File: config.mk
export PLATFORM = sky130hd
export DESIGN_NAME = mbinit_param_ctrl
export DESIGN_NICKNAME = d
export VERILOG_FILES = /design/src/rtl/ltsm_mbinit_pkg.sv /design/src/rtl/mbinit_timeout_cnt.sv /design/src/rtl/mbinit_param_ctrl.sv
export SDC_FILE = /design/constraint.sdc
export NUM_CORES = 1
export LEC_CHECK = 0
export ABC_AREA = 0
export CORE_MARGIN = 2
export CORE_UTILIZATION = 30
export CTS_CLUSTER_SIZE = 30
export DETAILED_ROUTE_END_ITERATION = 10
export GPL_TIMING_DRIVEN = 0
export PLACE_DENSITY = 0.53
export SYNTH_ARGS = -nofsm -noshare
export SYNTH_HDL_FRONTEND = slang
export SYNTH_SLANG_ARGS = --single-unit
File: constraint.sdc
create_clock -name CLK -period 2.2 [get_ports CLK]
set_input_delay 0.44 -clock CLK [delete_from_list [all_inputs] [get_ports CLK]]
set_output_delay 0.44 -clock CLK [all_outputs]
set_load 0.02 [all_outputs]
File: src/rtl/ltsm_mbinit_pkg.sv
// Shared definitions for the MBINIT substate sequencers.
// Holds the sideband message ids used by MBINIT.PARAM, the PARAM FSM state
// encoding, the parameter payload field layout and a rate helper.
package ltsm_mbinit_pkg;

    localparam logic [3:0] MSG_PARAM_REQ  = 4'h1;
    localparam logic [3:0] MSG_PARAM_RESP = 4'h2;

    // Payload layout: {rate[2:0], clkmode, phase}
    localparam int unsigned PL_W        = 5;
    localparam int unsigned PL_RATE_MSB = 4;
    localparam int unsigned PL_RATE_LSB = 2;
    localparam int unsigned PL_CLKMODE  = 1;
    localparam int unsigned PL_PHASE    = 0;

    typedef enum logic [2:0] {
        ST_IDLE      = 3'd0,
        ST_SEND_REQ  = 3'd1,
        ST_WAIT_REQ  = 3'd2,
        ST_CHECK     = 3'd3,
        ST_SEND_RESP = 3'd4,
        ST_WAIT_RESP = 3'd5,
        ST_DONE      = 3'd6,
        ST_ERROR     = 3'd7
    } param_state_e;

    // The agreed rate is the lower of the two advertised maxima.
    function automatic logic [2:0] min_rate(input logic [2:0] a, input logic [2:0] b);
        return (a < b) ? a : b;
    endfunction

endpackage

File: src/rtl/mbinit_timeout_cnt.sv
// Substate timeout counter, reusable by any MBINIT substate.
// Ports:
//   clk, rst_n  clock, async active-low reset
//   i_clear     synchronous clear to zero (dominates enable)
//   i_enable    count one per cycle while high
//   o_expired   high in the cycle whose increment reaches LIMIT (and while
//               saturated at LIMIT), qualified by i_enable
module mbinit_timeout_cnt #(
    parameter int unsigned LIMIT = 8000000,
    parameter int unsigned W     = 23
) (
    input  logic clk,
    input  logic rst_n,
    input  logic i_clear,
    input  logic i_enable,
    output logic o_expired
);

    localparam logic [W-1:0] LIMIT_V = W'(LIMIT);
    localparam logic [W-1:0] LAST_V  = W'(LIMIT - 1);

    logic [W-1:0] count_q, count_d;

    always_comb begin
        count_d = count_q;
        if (i_clear) begin
            count_d = '0;
        end else if (i_enable && (count_q != LIMIT_V)) begin
            count_d = count_q + W'(1);
        end
    end

    always_ff @(posedge clk or negedge rst_n) begin
        if (!rst_n) count_q <= '0;
        else        count_q <= count_d;
    end

    // Flag one cycle early so the owning FSM lands in its error state on the
    // same edge that the count reaches LIMIT.
    assign o_expired = i_enable && !i_clear && (count_q >= LAST_V);

endmodule

File: src/rtl/mbinit_param_ctrl.sv
// MBINIT.PARAM substate sequencer.
// Sends the local parameter request, captures the partner request, drives the
// external parameter checker, sends the local response, waits for the partner
// response and reports done/error (including the substate timeout).
// Ports:
//   CLK, rst_n                       clock, async active-low reset
//   i_Enable                         substate active; low aborts to IDLE
//   i_TX_MaxDataRate/ClockMode/PhaseClock  local parameters
//   o_TX_valid/msg_id/data, i_TX_ack  sideband transmit handshake
//   i_RX_valid/msg_id/data           sideband receive (1-cycle pulse)
//   o_Enable_Checker, o_RX_*         checker drive (latched partner values)
//   i_Finish_Checker, i_Successful_Param  checker result
//   o_Final_MaxDataRate, o_Done, o_Error  result to MBINIT top FSM
module mbinit_param_ctrl
    import ltsm_mbinit_pkg::*;
#(
    parameter int unsigned TIMEOUT_CYCLES = 8000000,
    parameter int unsigned TMR_W          = 23
) (
    input  logic        CLK,
    input  logic        rst_n,
    input  logic        i_Enable,
    input  logic [2:0]  i_TX_MaxDataRate,
    input  logic        i_TX_ClockMode,
    input  logic        i_TX_PhaseClock,
    output logic        o_TX_valid,
    output logic [3:0]  o_TX_msg_id,
    output logic [4:0]  o_TX_data,
    input  logic        i_TX_ack,
    input  logic        i_RX_valid,
    input  logic [3:0]  i_RX_msg_id,
    input  logic [4:0]  i_RX_data,
    output logic        o_Enable_Checker,
    output logic [2:0]  o_RX_MaxDataRate,
    output logic        o_RX_ClockMode,
    output logic        o_RX_PhaseClock,
    input  logic        i_Finish_Checker,
    input  logic        i_Successful_Param,
    output logic [2:0]  o_Final_MaxDataRate,
    output logic        o_Done,
    output logic        o_Error
);

    param_state_e    state_q, state_d;
    logic [PL_W-1:0] local_q, local_d;
    logic [PL_W-1:0] rx_q, rx_d;
    logic [2:0]      final_q, final_d;
    logic            req_rcvd_q, req_rcvd_d;
    logic            resp_rcvd_q, resp_rcvd_d;
    logic            tmr_clear, tmr_en, tmr_expired;
    logic            idle_or_abort;

    assign idle_or_abort = !i_Enable || (state_q == ST_IDLE);
    assign tmr_clear     = idle_or_abort;
    assign tmr_en        = (state_q == ST_SEND_REQ) || (state_q == ST_WAIT_REQ) ||
                           (state_q == ST_CHECK)    || (state_q == ST_SEND_RESP) ||
                           (state_q == ST_WAIT_RESP);

    mbinit_timeout_cnt #(
        .LIMIT (TIMEOUT_CYCLES),
        .W     (TMR_W)
    ) u_timeout (
        .clk       (CLK),
        .rst_n     (rst_n),
        .i_clear   (tmr_clear),
        .i_enable  (tmr_en),
        .o_expired (tmr_expired)
    );

    // State register
    always_ff @(posedge CLK or negedge rst_n) begin
        if (!rst_n) state_q <= ST_IDLE;
        else        state_q <= state_d;
    end

    // Next-state logic; abort first, then timeout over any normal transition
    always_comb begin
        state_d = state_q;
        if (!i_Enable) begin
            state_d = ST_IDLE;
        end else if (tmr_expired) begin
            state_d = ST_ERROR;
        end else begin
            unique case (state_q)
                ST_IDLE:      state_d = ST_SEND_REQ;
                ST_SEND_REQ:  if (i_TX_ack) state_d = ST_WAIT_REQ;
                ST_WAIT_REQ:  if (req_rcvd_q) state_d = ST_CHECK;
                ST_CHECK:     if (i_Finish_Checker)
                                  state_d = i_Successful_Param ? ST_SEND_RESP : ST_ERROR;
                ST_SEND_RESP: if (i_TX_ack) state_d = ST_WAIT_RESP;
                ST_WAIT_RESP: if (resp_rcvd_q) state_d = ST_DONE;
                ST_DONE:      state_d = ST_DONE;
                ST_ERROR:     state_d = ST_ERROR;
                default:      state_d = ST_IDLE;
            endcase
        end
    end

    // Datapath: local parameter snapshot, RX capture flags, agreed rate
    always_comb begin
        local_d     = local_q;
        rx_d        = rx_q;
        final_d     = final_q;
        req_rcvd_d  = req_rcvd_q;
        resp_rcvd_d = resp_rcvd_q;
        if (idle_or_abort) begin
            rx_d        = '0;
            final_d     = '0;
            req_rcvd_d  = 1'b0;
            resp_rcvd_d = 1'b0;
            // Snapshot local params on entry so REQ payload stays stable
            local_d     = i_Enable ? {i_TX_MaxDataRate, i_TX_ClockMode, i_TX_PhaseClock} : '0;
        end else begin
            if (i_RX_valid && (i_RX_msg_id == MSG_PARAM_REQ)) begin
                req_rcvd_d = 1'b1;
                if ((state_q == ST_SEND_REQ) || (state_q == ST_WAIT_REQ)) rx_d = i_RX_data;
            end
            if (i_RX_valid && (i_RX_msg_id == MSG_PARAM_RESP)) resp_rcvd_d = 1'b1;
            if ((state_q == ST_CHECK) && i_Finish_Checker && i_Successful_Param && !tmr_expired)
                final_d = min_rate(local_q[PL_RATE_MSB:PL_RATE_LSB], rx_q[PL_RATE_MSB:PL_RATE_LSB]);
        end
    end

    always_ff @(posedge CLK or negedge rst_n) begin
        if (!rst_n) begin
            local_q     <= '0;
            rx_q        <= '0;
            final_q     <= '0;
            req_rcvd_q  <= 1'b0;
            resp_rcvd_q <= 1'b0;
        end else begin
            local_q     <= local_d;
            rx_q        <= rx_d;
            final_q     <= final_d;
            req_rcvd_q  <= req_rcvd_d;
            resp_rcvd_q <= resp_rcvd_d;
        end
    end

    // Output logic
    always_comb begin
        o_TX_valid       = 1'b0;
        o_TX_msg_id      = '0;
        o_TX_data        = '0;
        o_Enable_Checker = 1'b0;
        o_Done           = 1'b0;
        o_Error          = 1'b0;
        unique case (state_q)
            ST_SEND_REQ: begin
                o_TX_valid  = 1'b1;
                o_TX_msg_id = MSG_PARAM_REQ;
                o_TX_data   = local_q;
            end
            ST_SEND_RESP: begin
                o_TX_valid  = 1'b1;
                o_TX_msg_id = MSG_PARAM_RESP;
                o_TX_data   = {final_q, local_q[PL_CLKMODE], local_q[PL_PHASE]};
            end
            ST_CHECK: o_Enable_Checker = 1'b1;
            ST_DONE:  o_Done           = 1'b1;
            ST_ERROR: o_Error          = 1'b1;
            default: ;
        endcase
    end

    assign o_RX_MaxDataRate    = rx_q[PL_RATE_MSB:PL_RATE_LSB];
    assign o_RX_ClockMode      = rx_q[PL_CLKMODE];
    assign o_RX_PhaseClock     = rx_q[PL_PHASE];
    assign o_Final_MaxDataRate = final_q;

endmodule
# Yosys cells after proc, flatten, opt, wreduce, memory -nomap -nowiden
# Index checks and enable logic that the tools add are counted.
classes:
  addsub: 1
  multipliers: 0
  div: 0
  n_lt_le_gt_ge: 2
  eq_ne: 15
  shift: 0
  n_mux: 28
  bitwise_logic: 0
  n_reduce_logical: 25
op_table:
  columns: ["op", "count"]
  rows:
  - ["$mux W23", 2]
  - ["$mux W3", 10]
  - ["$pmux W3 S8", 1]
  - ["$add A23 B1 Y23 const B", 1]
  - ["$ge A23 B23 Y1 const B", 1]
  - ["$ne A23 B23 Y1 const B", 1]
  - ["$mux W5", 4]
  - ["$ne A4 B4 Y1 const B", 5]
  - ["$eq A3 B3 Y1 const B", 4]
  - ["$pmux W5 S2", 1]
  - ["$reduce_bool A2 Y1", 5]
  - ["$logic_and A1 B1 Y1", 8]
  - ["$mux W1", 8]
  - ["$eq A3 B2 Y1 const B", 2]
  - ["$logic_or A1 B1 Y1", 5]
  - ["$reduce_and A5 Y1", 1]
  - ["$eq A4 B1 Y1 const B", 1]
  - ["$eq A4 B2 Y1 const B", 1]
  - ["$pmux W2 S2", 1]
  - ["$eq A3 B1 Y1 const B", 1]
  - ["$logic_not A1 Y1", 3]
  - ["$logic_not A3 Y1", 1]
  - ["$lt A3 B3 Y1", 1]
  - ["$mux W2", 1]
  - ["other kinds (2)", 2]
word_totals:
  regBits: 41
  latch_bits: 0
  mem_bits_rw: 0
  rom_bits: 0
  memories: 0

# Logic depth before layout (Yosys ltp)
depth:
  ltp_word: 11
  depth_mapped: 7
  ltp_nobuf: 6

# Modules after synthesis
# A second synthesis with hierarchy kept.
unflattened:
  hier_cells: 252
  hier_area_um2: 2454.9
modules_own_cells:
  columns: ["module", "instances", "cells_each", "area_each_um2", "seq_area_each_um2"]
  rows:
  - ["mbinit_timeout_cnt", 1, 143, 1365.1, 575.6]
  - ["mbinit_param_ctrl", 1, 109, 1089.8, 450.4]

# Worst setup path after synthesis
# OpenSTA, ideal clock, no wires.
synth_path:
  path_type: "register -> output"
  start: "register state_q[2]"
  end: "output o_TX_data[0]"
  arrival_ns: 1.957
  required_time_ns: 1.760
  slack_ns: -0.197
  path_stages_with_launch: 5
  path_cell_list: "dfrtp_1 buf_1 nor3b_1 nor2_1 nor2b_1"
synth_between:
  elab_chain_len: 2
synth_rtl:
  columns: ["element", "line_no", "text"]
  rows:
  - ["from (decl)", "mbinit_param_ctrl.sv:44", "param_state_e state_q, state_d;"]
  - ["from (signal assigned)", "mbinit_param_ctrl.sv:73", "else state_q <= state_d;"]
  - ["$eq A3 B3 Y1 / $eq A3 B1 Y1 (equally long branches)", "mbinit_param_ctrl.sv:148", "unique case (state_q)"]
  - ["$pmux W5 S2 *", "mbinit_param_ctrl.sv:148", null]
  - ["to (decl)", "mbinit_param_ctrl.sv:28", "output logic [4:0] o_TX_data,"]
# Mark *: on every way between the ends. The rest lies on a longest branch, timed or not.

# Worst setup path in the final report
layout_path:
  start: "register state_q[1]"
  end: "output o_TX_data[3]"
# The elaborated chain is that of the path after synthesis.

==> metrics.txt <==
M2 GR Usage=0.238; number of CTS-inserted buffers=5; peak supply drop=0.220 mV; I/O pin cnt=42; first-pass GRT wire length=about 9900 um; initial core utilization=0.310; EDFF count, synth=0; clock skew=0.00858 ns; Leak=roughly 1.2 nW; nets=341; vias in the first global route=about 2000; vias post-DR=~2100; CP endpoint kind=primary output; final instance area=0.00308 mm2; Worst Reg-to-Reg Cells=6; Area Overhead vs Synth=28.7%; Filler cells=794; Cell Rows=32; RSZ-0062 raised after global routing=no; pwr/cell area=about 570 mW/mm2; largest net degree at the start of global routing=25; Final HPWL DP=4450 um; min cycle time layout=2.10 ns; initial drt markers=78; CORE AREA=0.00773 mm2; Avg Cell Area, Syn=9.11 um2; setup TNS=0 ns; Crit-path slowest cell=dfrtp_1; Most Crowded Layer GR=met2; Placement Setup Slack=-0.273 ns; Post-Syn Area=approximately 0.0024 mm2; htree depth=2; Req. time, crit path=1.76 ns; met1 Use GR=0.195; worst-case clock buffer depth=2; Ys Warns=0; Placed Area=0.00294 mm2; Antenna Nets Post-Route=0; post-layout util=0.399; Max-Cap Viols=0; FMAX=around 0.48 GHz; Worst Tran Pin Value=about 0.85 ns; GPL Wtd Cong=0.793; Vias/cell=around 5.0; register area=0.00103 mm2; layout cells sized above 1=0.108; total track usage=0.145; Multi-input gate area=0.00130 mm2; drt pass-1 iters=4; die area=just under 0.009 mm2; slowest stage delay, CP=0.39 ns; DRC=0; slew margin rel.=0.428; Min Hold Slack=0.0786 ns; Vert. Die Dim=just over 90 um; Crit Path Class=reg -> out; Final Power=1.77 mW; WL/cell=14.3 um; placed insts=406; met3 Track Usage GR=0.0298; Hold Path Class=in -> async; CTS tree=yes; gr ovfl total=0; final worst slack=0.102 ns; CP Max Fanout=10; Post-synth ARST share=1.00; CTS clk-pin slew, worst paths=0.08 ns; Syn Inst Count=263; Seq/Total Area, Yosys=0.428; #FFs+latches synth=41; number of antenna violations at the first check in global routing=0; hold_buf cts=0; WL final=between 5000 and 6000 um; Clock Latency Late Sink=0.29 ns; Synth Flop Type=dfrtp_1; startpoint class of the critical path=flip-flop; port buffer count=39; final setup vio count=0; Crit path arrival time=approximately 1.7 ns; CTS Sinks=41; R2R setup slack=about 0.17 ns; critical path cell sequence=clkbuf_4, nor3b_4, a22o_1, dlygate4sd2_1; RR Startpoint=state_q[0]; Unique masters post-synth=50; Max Slew Vio Count=0; fin crit share=0.954; # diodes=0; CTS root buf=clkbuf_8; FF-to-FF End=u_timeout.count_q[20]; outcome=finished, final reports clean; final hold violation count=0; final instance count without filler cells=418; DIE WIDTH=about 93 um
-- power by group --
| group | total [mW] | switching (mW) | internal [mW] |
|---|---|---|---|
| Combinational | 0.384 | 0.229 | 0.155 |
| Sequential | 0.794 | 0.0191 | 0.775 |
| Clock | 0.591 | 0.261 | 0.330 |
| Total | 1.77 | 0.510 | 1.26 |
-- Yosys cell counts, types with 2 or more instances --
| library cell | number | share of area |
|---|---|---|
| o31ai_1 | 7 | 0.022 |
| dfrtp_1 | 41 | 0.43 |
| o21ai_0 | 7 | 0.015 |
| a21o_1 | 2 | 0.0063 |
| xnor2_1 | 9 | 0.033 |
| buf_4 | 2 | 0.0063 |
| and3_1 | 5 | 0.013 |
| nand2b_1 | 2 | 0.0052 |
| or3_1 | 6 | 0.016 |
| a31oi_1 | 4 | 0.010 |
| nor3_1 | 8 | 0.017 |
| nand4b_1 | 2 | 0.0073 |
| buf_1 | 3 | 0.0047 |
| nor2_1 | 22 | 0.034 |
| a21oi_1 | 16 | 0.033 |
| clkbuf_1 | 4 | 0.0063 |
| mux2i_1 | 12 | 0.050 |
| nor4_1 | 3 | 0.0078 |
| or4_1 | 6 | 0.019 |
| nand2_1 | 28 | 0.044 |
| nor2b_1 | 3 | 0.0078 |
| ha_1 | 4 | 0.021 |
| o211ai_1 | 2 | 0.0063 |
| inv_1 | 9 | 0.014 |
| a22o_1 | 3 | 0.011 |
| buf_2 | 2 | 0.0042 |
| nand3_1 | 9 | 0.019 |
| nand4_1 | 5 | 0.013 |
| a211oi_1 | 4 | 0.013 |
| and4_1 | 2 | 0.0073 |
| and2_1 | 2 | 0.0052 |
| a21boi_0 | 5 | 0.016 |
| xor2_1 | 2 | 0.0073 |
| nor3b_1 | 6 | 0.019 |
-- critical path: cells and delay by family, from the launching register on --
| kind | cells | cell delay [ns] |
|---|---|---|
| simple gates | 1 | 0.27 |
| flops | 1 | 0.39 |
| buf+inv | 2 | 0.52 |
| compound gates | 1 | 0.17 |
-- state kept, by name (all words and copies together) (netlist names) --
| name | cells |
|---|---|
| resp_rcvd_q | 1 |
| req_rcvd_q | 1 |
| o_Final_MaxDataRate | 3 |
| rx_q | 5 |
| u_timeout.count_q | 23 |
| state_q | 3 |
| local_q | 5 |
-- layout by cell type, fill, tap and decap left out, drive strengths merged, types with 8 or more instances in the layout --
cell and n:
buf 15, nand2 28, o21ai 8, clkbuf 13, nor2 22, a21oi 16
clkdlybuf4s50 27, xnor2 9, dfrtp 41, inv 9, nand3 9, nor3 9
mux2i 12
-- cells by family after synthesis --
kind of cell,after synthesis,share of synthesized area
other cells,1,0.00157
flops,41,0.428
compound gates,57,0.156
xor+xnor,11,0.0402
mux,12,0.0502
simple gates,116,0.263
buf+inv,21,0.0402
fa+ha+maj,4,0.0209
-- how the worst max path moves through the flow --
stage,startpoint,end,depth (start not counted)
floorplan,state_q[2],o_TX_data[0],4
global placement,rst_n,u_timeout.count_q[19],1
finish,state_q[1],o_TX_data[3],4
global route,u_timeout.count_q[18],u_timeout.count_q[22],5
detailed placement,state_q[2],o_TX_data[1],5
CTS,state_q[1],o_TX_data[2],5
-- final cells by class --
class                           count  area share
Clock inverter                      2      0.0114
Timing Repair Buffer               45       0.134
Sequential cell                    41       0.333
Inverter                            9      0.0110
Clock buffer                        5      0.0223
Tap cell                          102      0.0414
Buffer                             12      0.0248
Multi-Input combinational cell    202       0.422
-- what timing repair did --
item,CTS,global route
endpoints found under the setup margin,11,17
gates resized for setup,25,7
pin swaps,2,4
setup buffers,2,3
-- per-layer routing --
layer  up-vias  part of all wire
li1       1059                 -
met1       981              0.48
met2        43              0.46
met3         5             0.046
met4         0             0.011
met5         -                 0
Power figures use the tool's default switching activity.
